### src/rtl/tmr_cntr_bank_if.sv
// Timer bank bus: load/mode/hold controls from the controller FSM, status flags back.
// Latency: none, signal bundle only.
// Backpressure: none; loads are strobes that the bank always accepts.
//
// Signals (controller -> bank): ld, ld_val (channel i at [i*CW +: CW]), reload_en, hold
// Signals (bank -> controller): cnt_end, end_pls, any_busy, ld_err
interface tmr_cntr_bank_if #(
   parameter int CW  = 4,
   parameter int NCH = 4
);
   logic [NCH-1:0]    ld;
   logic [NCH*CW-1:0] ld_val;
   logic [NCH-1:0]    reload_en;
   logic [NCH-1:0]    hold;
   logic [NCH-1:0]    cnt_end;
   logic [NCH-1:0]    end_pls;
   logic              any_busy;
   logic [NCH-1:0]    ld_err;

   modport master (
      output ld, ld_val, reload_en, hold,
      input  cnt_end, end_pls, any_busy, ld_err
   );

   modport slave (
      input  ld, ld_val, reload_en, hold,
      output cnt_end, end_pls, any_busy, ld_err
   );
endinterface

### src/rtl/tmr_cntr_bank.sv
// Bank of NCH independent CW-bit countdown timers, one-shot or auto-reload per channel.
// Latency: load visible the cycle after the ld edge; cnt_end is combinational from the count.
// Backpressure: none; hold[i] freezes channel i, ld always wins over hold.
//
// Ports: Clk, Reset (synchronous, active high), bus (tmr_cntr_bank_if.slave).
// Optional: define TMR_LD_ERR_EN to enable the sticky load-while-busy flags on ld_err;
//           otherwise ld_err is constant zero and no flops are built for it.
module tmr_cntr_bank #(
   parameter int CW  = 4,
   parameter int NCH = 4
) (
   input logic             Clk,
   input logic             Reset,
   tmr_cntr_bank_if.slave  bus
);

   logic [NCH-1:0] cnt_end_w;
   logic [NCH-1:0] end_pls_w;
   logic [NCH-1:0] ld_err_w;

   genvar g;
   generate
      for (g = 0; g < NCH; g++) begin : g_ch
         logic [CW-1:0] count;
         logic [CW-1:0] rld;
         logic          end_pls_q;
         logic [CW-1:0] ld_slice;

         assign ld_slice = bus.ld_val[g*CW +: CW];

         always_ff @(posedge Clk) begin
            if (Reset) begin
               count     <= '0;
               rld       <= '0;
               end_pls_q <= 1'b0;
            end else begin
               end_pls_q <= 1'b0;
               if (bus.ld[g]) begin
                  // A load on the expiry edge pre-empts the pulse.
                  count <= ld_slice;
                  rld   <= ld_slice;
               end else if (bus.hold[g]) begin
                  count <= count;
               end else if (count != '0) begin
                  count     <= count - CW'(1);
                  // Pulse only on a genuine 1->0 decrement.
                  end_pls_q <= (count == CW'(1));
               end else if (bus.reload_en[g] && (rld != '0)) begin
                  count <= rld;
               end
            end
         end

         assign cnt_end_w[g] = (count == '0);
         assign end_pls_w[g] = end_pls_q;

`ifdef TMR_LD_ERR_EN
         logic ld_err_q;

         // A channel sitting at zero (including auto-reload at its zero
         // cycle) or frozen by hold is not considered busy.
         always_ff @(posedge Clk) begin
            if (Reset) begin
               ld_err_q <= 1'b0;
            end else if (bus.ld[g] && (count != '0) && !bus.hold[g]) begin
               ld_err_q <= 1'b1;
            end
         end

         assign ld_err_w[g] = ld_err_q;
`else
         assign ld_err_w[g] = 1'b0;
`endif
      end
   endgenerate

   assign bus.cnt_end  = cnt_end_w;
   assign bus.end_pls  = end_pls_w;
   assign bus.any_busy = ~(&cnt_end_w);
   assign bus.ld_err   = ld_err_w;

endmodule

### src/flat_wrapper.sv
// flat-port wrapper written by rule: the top's interface ports become plain ports
module tmr_cntr_bank_flat 
#(
   parameter int CW  = 4,
   parameter int NCH = 4
)
  (Clk, Reset, bus_ld, bus_ld_val, bus_reload_en, bus_hold, bus_cnt_end, bus_end_pls, bus_any_busy, bus_ld_err);
  tmr_cntr_bank_if #(.CW(CW), .NCH(NCH)) bus_i ();
  input logic Clk;
  input logic Reset;
  input wire logic [$bits(bus_i.ld)-1:0] bus_ld;
  input wire logic [$bits(bus_i.ld_val)-1:0] bus_ld_val;
  input wire logic [$bits(bus_i.reload_en)-1:0] bus_reload_en;
  input wire logic [$bits(bus_i.hold)-1:0] bus_hold;
  output wire logic [$bits(bus_i.cnt_end)-1:0] bus_cnt_end;
  output wire logic [$bits(bus_i.end_pls)-1:0] bus_end_pls;
  output wire logic [$bits(bus_i.any_busy)-1:0] bus_any_busy;
  output wire logic [$bits(bus_i.ld_err)-1:0] bus_ld_err;
  assign bus_i.ld = bus_ld;
  assign bus_i.ld_val = bus_ld_val;
  assign bus_i.reload_en = bus_reload_en;
  assign bus_i.hold = bus_hold;
  assign bus_cnt_end = bus_i.cnt_end;
  assign bus_end_pls = bus_i.end_pls;
  assign bus_any_busy = bus_i.any_busy;
  assign bus_ld_err = bus_i.ld_err;
  tmr_cntr_bank #(.CW(CW), .NCH(NCH)) u_core (.Clk(Clk), .Reset(Reset), .bus(bus_i));
endmodule
### config.mk
export PLATFORM = sky130hd
export DESIGN_NAME = tmr_cntr_bank_flat
export DESIGN_NICKNAME = d
export VERILOG_FILES = /design/src/rtl/tmr_cntr_bank_if.sv /design/src/rtl/tmr_cntr_bank.sv /design/src/flat_wrapper.sv
export SDC_FILE = /design/constraint.sdc
export NUM_CORES = 1
export LEC_CHECK = 0
export CAP_MARGIN = 20
export CORE_ASPECT_RATIO = 1.4
export CORE_UTILIZATION = 45
export CTS_BUF_LIST = sky130_fd_sc_hd__clkbuf_4
export CTS_CLUSTER_SIZE = 25
export DETAILED_ROUTE_END_ITERATION = 10
export DONT_BUFFER_PORTS = 1
export GPL_ROUTABILITY_DRIVEN = 0
export GPL_TIMING_DRIVEN = 0
export SYNTH_ARGS = -nofsm -noshare
export SYNTH_HDL_FRONTEND = slang
export SYNTH_SLANG_ARGS = --single-unit
### constraint.sdc
create_clock -name Clk -period 1.6 [get_ports Clk]
set_clock_uncertainty 0.05 [all_clocks]
set_input_delay 0.32 -clock Clk [delete_from_list [all_inputs] [get_ports Clk]]
set_output_delay 0.32 -clock Clk [all_outputs]
set_load 0.1 [all_outputs]
# --- Word level (Yosys, flattened, before mapping) ---
# Index checks and enable logic that the tools add are counted.
op_classes:
  n_addsub: 4
  n_mul: 0
  n_div: 0
  order_cmp: 0
  n_eq_ne: 8
  n_shift: 0
  n_mux: 16
  bitwise_logic: 5
  n_reduce_logical: 29
op_table:
  columns: ["cell", "count"]
  rows:
  - ["4-bit two-way mux", 16]
  - ["4-bit nonzero test", 8]
  - ["4-bit by 1-bit equality test with 1-bit output (second input constant)", 4]
  - ["4-bit logical NOT", 4]
  - ["4-bit OR reduction", 4]
  - ["4-bit by 1-bit subtractor with 4-bit output (second input constant)", 4]
  - ["3-bit nonzero test", 4]
  - ["2-bit != test (second input constant)", 4]
  - ["2-bit AND reduction", 4]
  - ["1-bit inverter", 5]
  - ["1-bit logical AND", 4]
  - ["4-bit AND reduction", 1]
totals:
  reg_bits: 36
  latch_bits: 0
  ram_bits: 0
  romBits: 0
  in_bits: 30
  word_cells: 74
  mem_count: 0

# --- Longest topological paths before layout ---
# Gate-level depths: netlist (run 1).
depth:
  ltp_word: 6
  ltp_mapped: 6
  depth_no_buf: 6

# --- Worst setup path after synthesis (run 1) ---
# No wires, ideal clock.
synth_timing:
  path_kind: "reg2out"
  startpoint: "register u_core.g_ch[1].count[0]"
  endpoint: "output bus_any_busy"
  t_arrival_ps: 3469
  required_ps: 1230
  path_slack_ps: -2239
  stages_incl_launch_ff: 5
  n_path_buf: 0
  cell_sequence: "dfxtp_1 inv_1 ha_1 nor3b_2 nand4_1"
synth_via:
  elab_chain_len: 3
synth_lines:
  columns: ["item", "line_no", "source"]
  rows:
  - ["start: declaration", "tmr_cntr_bank.sv:24", "logic [CW-1:0] count;"]
  - ["start signal: assignment", "tmr_cntr_bank.sv:40", "count <= ld_slice;"]
  - ["start signal: assignment", "tmr_cntr_bank.sv:43", "count <= count;"]
  - ["start signal: assignment", "tmr_cntr_bank.sv:45", "count <= count - CW'(1);"]
  - ["4-bit logical NOT", "tmr_cntr_bank.sv:54", "assign cnt_end_w[g] = (count == '0);"]
  - ["net bus_cnt_end[1]", "flat_wrapper.sv:15", "output wire logic [$bits(bus_i.cnt_end)-1:0] bus_cnt_end;"]
  - ["4-bit AND reduction", "tmr_cntr_bank.sv:79", "assign bus.any_busy = ~(&cnt_end_w);"]
  - ["1-bit inverter", "tmr_cntr_bank.sv:79", null]
  - ["end: declaration", "flat_wrapper.sv:17", "output wire logic [$bits(bus_i.any_busy)-1:0] bus_any_busy;"]
# The timed path passes the listed nets, and every way through them passes these cells.

# --- Final worst setup path (run 1) ---
layout_timing:
  startpoint: "register u_core.g_ch[0].count[1]"
  endpoint: "output bus_any_busy"
layout_via:
  elab_chain_len: 3
layout_lines:
  columns: ["item", "line_no"]
  rows:
  - ["start: declaration", "tmr_cntr_bank.sv:24"]
  - ["start signal: assignment", "tmr_cntr_bank.sv:40"]
  - ["start signal: assignment", "tmr_cntr_bank.sv:43"]
  - ["start signal: assignment", "tmr_cntr_bank.sv:45"]
  - ["4-bit logical NOT", "tmr_cntr_bank.sv:54"]
  - ["4-bit AND reduction", "tmr_cntr_bank.sv:79"]
  - ["1-bit inverter", "tmr_cntr_bank.sv:79"]
# No other way between the ends.

==> metrics, run 1 <==
status=finished with violations; failing checks=negative setup slack; setup ws final=-0.316 ns; worst min-delay path category=in2reg; pin count of the biggest net entering global routing=11; design area=2780 sq um; max cap viols=0; Ports=43; DRC=0; Core Area=4240 sq um; TritonRoute pass-1 iters=4; global-route wire length before repair=8330 um; gr ovfl total=0; wire per inst=14.8 um; Tightest Pin Transition=0.542 ns; Yosys top cell by area=dfxtp_1; peak supply drop=0.000626 V; IO buf count=0; reg2reg setup slack=-0.22 ns; hold slack final=0.0762 ns; initial antenna violation count=0; Avg Inst Size Synth=8.48 sq um; number of different library cells in the post-synthesis netlist=45; CTS tree=done; Leak=1.15 nW; final setup vio count=15; post-DR vias/cell=5.42; pwr/cell area=981 nW/um^2; Worst-Skew Late Latency=0.34 ns; Yosys top cell area share=36.2%; Root Driver=clkbuf_4; area post-placement=2330 sq um; Starting Density=47.0%; Die H=80.7 um; RSZ-0062 raised after global routing=yes; initial drt markers=47; Area contributors post-synth=dfxtp_1, mux2i_1, ha_1; layout cell share with drive strength beyond 1=33.2%; post-detail-place hpwl=3460 um; GRT Total Usage=23.3%; worst-case clock buffer depth=2; clk sinks=36; Syn Inst Count=235; Rows=28; WP data arrival=1.55 ns; nets=323; required time of the critical path=1.23 ns; Routed Antenna Nets=0; Yosys Warn Count=0; Final Cycle Share=120%; Die ar.=4700 sq um; critical-path maximum fanout=2; final hold vios=0; CP Launch Type=flop; vias in the first global route=1824; Routed WL=5120 um; fmax=522 MHz; area grow syn2layout=39.4%; sequential element share of the synthesized area=36.2%; Final min period=1.92 ns; CP endpoint kind=output port; Setup Crit Path Kind=reg2out; Yosys reg bits=36; ant diodes=0; CTS clock-pin slew for the worst setup and hold paths=0.11 ns; Slew HR=63.9%; cell area after synthesis=1990 sq um; htree depth=2; CTS Buf Count=5; Via Count=1877; Die Width=58.2 um; Slew Limit Fails=0
[cell type report]
| type | count | area, sq um |
|---|---|---|
| repair buffers | 40 | 423 |
| clock inverters | 1 | 3.75 |
| multi-input cells | 168 | 1320 |
| fillers | 354 | 1460 |
| clock buffers | 7 | 52.6 |
| plain buffers | 15 | 87.6 |
| well taps | 60 | 75.1 |
| flip-flops and latches | 36 | 738 |
| inverters | 19 | 78.8 |
[sequential cells by signal, summed over array words and instances, names as in the netlist]
register and count:
u_core.g_ch.rld 16, u_core.g_ch.count 16, u_core.g_ch.end_pls_q 4
[where the power goes]
| group | switching (mW) | internal, mW | total, mW |
|---|---|---|---|
| clock | 0.298 | 0.203 | 0.501 |
| sequential | 0.0801 | 0.967 | 1.05 |
| combinational | 0.598 | 0.579 | 1.18 |
| total | 0.976 | 1.75 | 2.73 |
[cells in the final DEF (no fill, tap or decap), types with 2 or more instances in the layout]
cell type,n
nor4b_1,3
a311oi_1,2
a21o_1,2
dfxtp_1,28
conb_1,4
nand4_1,3
o41ai_2,5
a21oi_1,17
nor2_1,19
o211ai_1,4
o21ai_0,7
a21oi_4,2
inv_2,5
buf_4,32
nand2_1,20
dfxtp_2,5
nor3b_4,4
or4_1,2
nand2b_1,5
mux2i_1,13
clkbuf_1,4
nor3_1,8
ha_1,4
a211oi_1,2
or3_1,2
nor2b_1,5
o21ai_1,2
clkbuf_4,7
ha_4,4
inv_4,3
a221o_1,2
buf_1,4
buf_6,8
buf_16,4
a2bb2oi_1,2
a31oi_1,4
inv_1,11
dfxtp_4,3
[final timing paths]
path,start,endpoint,cells after the start
max,u_core.g_ch[0].count[1],bus_any_busy,6
min,bus_ld_val[14],u_core.g_ch[3].rld[2],2
min reg2reg,u_core.g_ch[1].rld[2],u_core.g_ch[1].rld[2],2
max reg2reg,u_core.g_ch[3].count[0],u_core.g_ch[3].count[1],9
[synthesized netlist by cell type]
cell and instances:
o31ai_1 1, o21ai_0 10, nand2b_1 6, dfxtp_1 36
o21bai_1 1, nand2_1 20, conb_1 1, o22ai_1 1
buf_4 8, buf_1 2, a221oi_1 1, a311oi_1 2
nor3b_4 1, o2111ai_1 1, buf_2 1, a31oi_1 5
or4b_1 1, a21oi_1 18, o21a_1 1, clkbuf_1 4
nor2_1 19, o211ai_1 4, nor2b_1 5, and2_1 1
a21oi_2 1, nor4b_1 4, nor3_1 8, a21o_1 2
ha_1 8, nand4_1 3, a221o_1 2, o211a_1 1
and3_1 1, mux2i_1 13, or4_1 2, nor4_1 2
a2bb2oi_1 2, nor3b_2 3, mux2_2 2, o41ai_1 5
a211oi_1 3, or3_1 2, inv_1 19, a311o_1 1
o41ai_2 1
[routing by layer]
metal	up-vias	wire length, um	global-route usage, %
met4	0	141	10.0
met2	51	2670	41.3
met3	15	251	6.37
met5	-	0	0
met1	871	2060	25.8
li1	940	-	-
[per-stage QoR]
stage / setup WS [ns] / utilization [%] / std cells / setup TNS, ns / power, mW
6_report: -0.316 / 65.5 / 346 / -2.04 / 2.73
5_1_grt: -0.404 / 65.5 / 346 / -3.50 / 2.87
4_1_cts: -0.401 / 63.3 / 344 / -2.90 / 2.67
3_5_place_dp: -0.340 / 54.9 / 307 / -2.02 / 1.97
3_3_place_gp: -1.70 / 51.1 / 298 / -14.09 / 1.81
2_1_floorplan: -1.50 / - / 238 / -10.51 / 1.70
[critical path, cell delays in order (launching register included)]
cell and delay (ns):
dfxtp_2 0.34, inv_2 0.07, ha_4 0.13, nor3b_4 0.20, buf_6 0.13, nand4_1 0.12
clkbuf_16 0.23
[what timing repair did]
| item | in CTS | in global routing |
|---|---|---|
| gates cloned | 0 | 0 |
| hold buffers | 1 | 0 |
| setup endpoints to repair | 16 | 19 |
| pin swaps | 14 | 7 |
| buffers inserted | 28 | 5 |
| endpoints found under the hold margin | 1 | 0 |
| resized for setup | 19 | 17 |
[cells by family after synthesis]
group | after synthesis | share of synthesized area [%]
simple gates | 78 | 21.5
compound gates | 63 | 21.5
flops | 36 | 36.2
buf+inv | 34 | 7.97
mux | 15 | 7.66
fa+ha+maj | 8 | 5.02
other cells | 1 | 0.188
Power figures use the tool's default switching activity.
==> run 2: changes to the inputs <==
- CTS_CLUSTER_DIAMETER: not set -> 150
- GPL_TIMING_DRIVEN: 0 -> not set
==> metrics, run 2 (same netlist as run 1, synthesis figures left out) <==
Root Driver=clkbuf_4 (unchanged); status=finished with violations (unchanged); Final Cycle Share=117% (was 120%); vias in the first global route=1805 (was 1824); Leak=1.16 nW (was 1.15 nW); CP Launch Type=flop (unchanged); area grow syn2layout=39.2% (was 39.4%); commonest non-fill, non-tap cell in the layout=buf_4 (unchanged); design area=2780 sq um (about the same); Buf/Inv on CP=4 (was 3); final setup vio count=17 (was 15); global-route wire length before repair=8240 um (was 8330 um); fmax=534 MHz (was 522 MHz); CTS Buf Count=5 (unchanged); DRC=0 (unchanged); Tightest Pin Transition=1.07 ns (was 0.542 ns); TritonRoute pass-1 iters=4 (unchanged); Routed Antenna Nets=0 (unchanged); Die H=80.7 um (unchanged); wire per inst=14.5 um (was 14.8 um); final hold vios=0 (unchanged); nets=326 (was 323); Die ar.=4700 sq um (unchanged); worst-case clock buffer depth=2 (unchanged); pin count of the biggest net entering global routing=26 (was 11); IO buf count=0 (unchanged); Slew Limit Fails=0 (unchanged); Ports=43 (unchanged); Setup Crit Path Kind=reg2out (unchanged); Largest regs=u_core.g_ch.count (16), u_core.g_ch.rld (16), u_core.g_ch.end_pls_q (4) (unchanged); Final min period=1.87 ns (was 1.92 ns); CP top delay family=buffers and inverters (unchanged); Setup TNS Final=-1.87 ns (was -2.04 ns); CTS clock-pin slew for the worst setup and hold paths=0.11 ns (about the same); initial antenna violation count=0 (unchanged); ant diodes=0 (unchanged); Die Width=58.2 um (unchanged); Critical-path top delay cell=dfxtp_2 (unchanged); Core Area=4240 sq um (unchanged); WP data arrival=1.50 ns (was 1.55 ns); number of fill cells in the layout=362 (was 354); post-detail-place hpwl=3390 um (was 3460 um); Rows=28 (unchanged); Worst-Skew Late Latency=0.34 ns (about the same); Starting Density=47.0% (unchanged); clk sinks=36 (unchanged); area post-placement=2330 sq um (about the same); required time of the critical path=1.23 ns (about the same); peak supply drop=0.000571 V (was 0.000626 V); Slew HR=28.4% (was 63.9%); RSZ-0062 raised after global routing=yes (unchanged); CTS tree=done (unchanged); worst-path cell chain=inv_2, ha_4, nor3b_4, buf_4, buf_6, buf_12 (was inv_2, ha_4, nor3b_4, buf_6, nand4_1, clkbuf_16); layout cell share with drive strength beyond 1=35.6% (was 33.2%); gr ovfl total=0 (unchanged); max cap viols=0 (unchanged); setup ws final=-0.274 ns (was -0.316 ns); GRT Total Usage=22.7% (was 23.3%); initial drt markers=57 (was 47); post-DR vias/cell=5.42 (about the same); failing checks=negative setup slack (unchanged); Via Count=1893 (was 1877); htree depth=2 (unchanged); worst min-delay path category=in2reg (unchanged); Crit path largest cell delay=0.34 ns (about the same); most frequent cells in the layout=buf_4, dfxtp_1, nand2_1 (unchanged); CP endpoint kind=output port (unchanged); pwr/cell area=962 nW/um^2 (was 981 nW/um^2); Routed WL=5070 um (was 5120 um); critical-path maximum fanout=3 (was 2)
run 2: final timing paths:
kind	end	depth (start not counted)	slack (ns)	startpoint
setup / recovery	bus_cnt_end[0]	6	-0.27	u_core.g_ch[0].count[0]
hold / removal	u_core.g_ch[2].count[3]	1	0.008	bus_ld[2]
setup reg to reg	u_core.g_ch[0].count[0]	9	-0.20	u_core.g_ch[0].count[0]
hold reg to reg	u_core.g_ch[1].rld[1]	2	0.44	u_core.g_ch[1].rld[1]
run 2: per-layer routing:
layer | GRT usage, % | wire length, um
met1 | 26.3 | 2130
met3 | 5.10 | 202
met4 | 9.52 | 102
met5 | 0 | 0
met2 | 39.7 | 2640
run 2: per-stage QoR:
stage               total power, mW  std cells  setup WS [ns]  hold slack, ns  utilization, %
CTS                            2.59        344         -0.307         0.00218            62.6
detailed placement             1.91        317        -0.0586           0.342            55.0
global route                   2.82        349         -0.371        -0.00219            65.5
finish                         2.67        349         -0.274         0.00788            65.5
floorplan                      1.70        238          -1.50           0.348               -
global placement               1.90        317       -0.00481           0.341            55.0
run 2: area by class of cell:
class / count / area (sq um) / share of cell area, %
Timing Repair Buffer: 58 / 551 / 19.8
Multi-Input combinational cell: 168 / 1300 / 46.7
Clock buffer: 5 / 37.5 / 1.35
Inverter: 19 / 71.3 / 2.57
Tap cell: 60 / 75.1 / 2.71
Sequential cell: 36 / 731 / 26.3
Clock inverter: 3 / 13.8 / 0.496
run 2: what timing repair did:
action | 4_1_cts | 5_1_grt
setup endpoints to repair | 10 | 20
hold endpoints to repair | 27 | 0
setup buffers | 15 | 6
gates resized for setup | 25 | 21
pin swaps | 8 | 11
hold buffers | 4 | 0
cloned | 0 | 0
run 2: power breakdown:
part	total [mW]	switching, mW	internal, mW
combinational	1.16	0.580	0.577
clock	0.477	0.316	0.161
sequential	1.04	0.0692	0.968
total	2.67	0.965	1.71
run 2: worst register-to-register path, cell delays in order (launching register included):
cell and delay (ns):
dfxtp_2 0.34, inv_2 0.07, ha_4 0.14, nor3b_4 0.19, buf_4 0.15, buf_6 0.11
buf_6 0.10, mux2_4 0.29, o2111ai_2 0.18, o31ai_1 0.09
==> run 3: changes to the inputs <==
- CORE_ASPECT_RATIO: 1.4 -> not set
- SLEW_MARGIN: not set -> 5
==> metrics, run 3 (same netlist as run 1, synthesis figures left out) <==
status=finished with violations (unchanged); failing checks=negative setup slack (unchanged); setup ws final=-0.259 ns (was -0.274 ns); gr ovfl total=0 (unchanged); Crit path largest cell delay=0.34 ns (about the same); initial drt markers=92 (was 57); critical-path maximum fanout=2 (was 3); Ports=43 (unchanged); pin count of the biggest net entering global routing=27 (was 26); Final min period=1.86 ns (was 1.87 ns); Setup Crit Path Kind=reg2out (unchanged); Largest regs=u_core.g_ch.count (16), u_core.g_ch.rld (16), u_core.g_ch.end_pls_q (4) (unchanged); CP endpoint kind=output port (unchanged); worst-case clock buffer depth=2 (unchanged); CTS clock-pin slew for the worst setup and hold paths=0.11 ns (about the same); layout cell share with drive strength beyond 1=35.9% (was 35.6%); Layout Cells excl Fill=334 (was 349); wire per inst=16.5 um (was 14.5 um); GRT Total Usage=25.5% (was 22.7%); Hold Path Origin=Reset (was bus_ld[2]); fmax=538 MHz (was 534 MHz); commonest non-fill, non-tap cell in the layout=buf_4 (unchanged); vias in the first global route=2025 (was 1805); Buf/Inv on CP=2 (was 4); worst min-delay path category=in2reg (unchanged); Core Area=4120 sq um (was 4240 sq um); Die H=68.6 um (was 80.7 um); area grow syn2layout=39.0% (was 39.2%); Rows=23 (was 28); worst-path cell chain=inv_2, ha_4, nor3b_4, nand4_1, buf_8 (was inv_2, ha_4, nor3b_4, buf_4, buf_6, buf_12); CP top delay family=simple AND/OR/NAND/NOR gates (was buffers and inverters); DRC=0 (unchanged); final setup vio count=14 (was 17); final hold vios=0 (unchanged); Worst-Skew Late Latency=0.35 ns (was 0.34 ns); Final Util=67.3% (was 65.5%); Placed Cells=303 (was 317); Slew Limit Fails=0 (unchanged); ant diodes=0 (unchanged); CTS tree=done (unchanged); post-DR vias/cell=5.80 (was 5.42); Tightest Pin Transition=1.18 ns (was 1.07 ns); required time of the critical path=1.23 ns (about the same); max cap viols=0 (unchanged); initial antenna violation count=0 (unchanged); Critical R2R Launch=u_core.g_ch[0].count[1] (was u_core.g_ch[0].count[0]); Final Total Pwr=2.71 mW (was 2.67 mW); Slew HR=21.6% (was 28.4%); Die ar.=4700 sq um (about the same); CTS Buf Count=5 (unchanged); Root Driver=clkbuf_4 (unchanged); global-route wire length before repair=8750 um (was 8240 um); IO buf count=0 (unchanged); Worst Setup SP=u_core.g_ch[1].count[1] (was u_core.g_ch[0].count[0]); WP data arrival=1.49 ns (was 1.50 ns); Final Cycle Share=116% (was 117%); TritonRoute pass-1 iters=5 (was 4); clk sinks=36 (unchanged); most frequent cells in the layout=buf_4, dfxtp_1, nor2_1, nand2_1, a21oi_1 (was buf_4, dfxtp_1, nand2_1); Via Count=1937 (was 1893); post-detail-place hpwl=3440 um (was 3390 um); nets=321 (was 326); htree depth=2 (unchanged); Starting Density=48.4% (was 47.0%); Die Width=68.6 um (was 58.2 um); pwr/cell area=977 nW/um^2 (was 962 nW/um^2); Routed WL=5500 um (was 5070 um); Leak=1.16 nW (about the same); peak supply drop=0.000651 V (was 0.000571 V); Critical-path top delay cell=dfxtp_2 (unchanged); RSZ-0062 raised after global routing=yes (unchanged); CP Launch Type=flop (unchanged); Routed Antenna Nets=0 (unchanged)
-- run 3: what timing repair did --
action                     4_1_cts  5_1_grt
buffers inserted                13        8
hold endpoints to repair        28        1
hold buffers                     4        1
pin swaps                        8       11
gates resized for setup         31       22
setup endpoints to repair       10       20
-- run 3: worst reg2reg max path, delay by kind of cell, from the launching register on --
| kind | cells | cell delay (ns) |
|---|---|---|
| adders and majority gates | 1 | 0.13 |
| DFF | 1 | 0.34 |
| buffers and inverters | 3 | 0.32 |
| muxes | 1 | 0.30 |
| and+or+nand+nor | 1 | 0.22 |
| AOI/OAI and AO/OA | 2 | 0.28 |
-- run 3: through the flow --
step                      TNS [ns]  instance area (sq um)  hold WS (ns)  setup slack [ns]
after floorplan             -10.51                   2090         0.348             -1.50
after global placement    -0.00773                   2290         0.340          -0.00773
after detailed placement    -0.128                   2290         0.344           -0.0706
after CTS                    -1.90                   2620       0.00600            -0.299
after global routing         -3.16                   2770       0.00371            -0.352
final                        -1.80                   2770        0.0200            -0.259
-- run 3: layout make-up --
type                       instances  area, sq um
timing repair buffer              53          515
clock inverter                     1         3.75
multi-input combinational        168         1340
tap                               50         62.6
clock buffer                       7         52.6
fill                             324         1340
sequential                        36          731
inverter                          19         71.3
-- run 3: final timing paths --
path,endpoint,slack (ns),cells past startpoint
worst max-delay path,bus_any_busy,-0.26,5
worst min-delay path,u_core.g_ch[1].count[0],0.02,1
worst max register to register,u_core.g_ch[0].count[0],-0.20,8
worst min register to register,u_core.g_ch[1].rld[3],0.44,2
-- run 3: layer usage --
| metal | global-route usage [%] | vias to the layer above | routed length [um] |
|---|---|---|---|
| li1 | - | 939 | - |
| met1 | 27.7 | 925 | 2310 |
| met2 | 45.3 | 64 | 2810 |
| met3 | 5.76 | 9 | 293 |
| met4 | 14.1 | 0 | 93 |
| met5 | 0 | - | 0 |
-- run 3: report_power, final --
part | switching, mW | internal (mW)
sequential | 0.0737 | 0.968
combinational | 0.595 | 0.568
clock | 0.301 | 0.203
total | 0.970 | 1.74
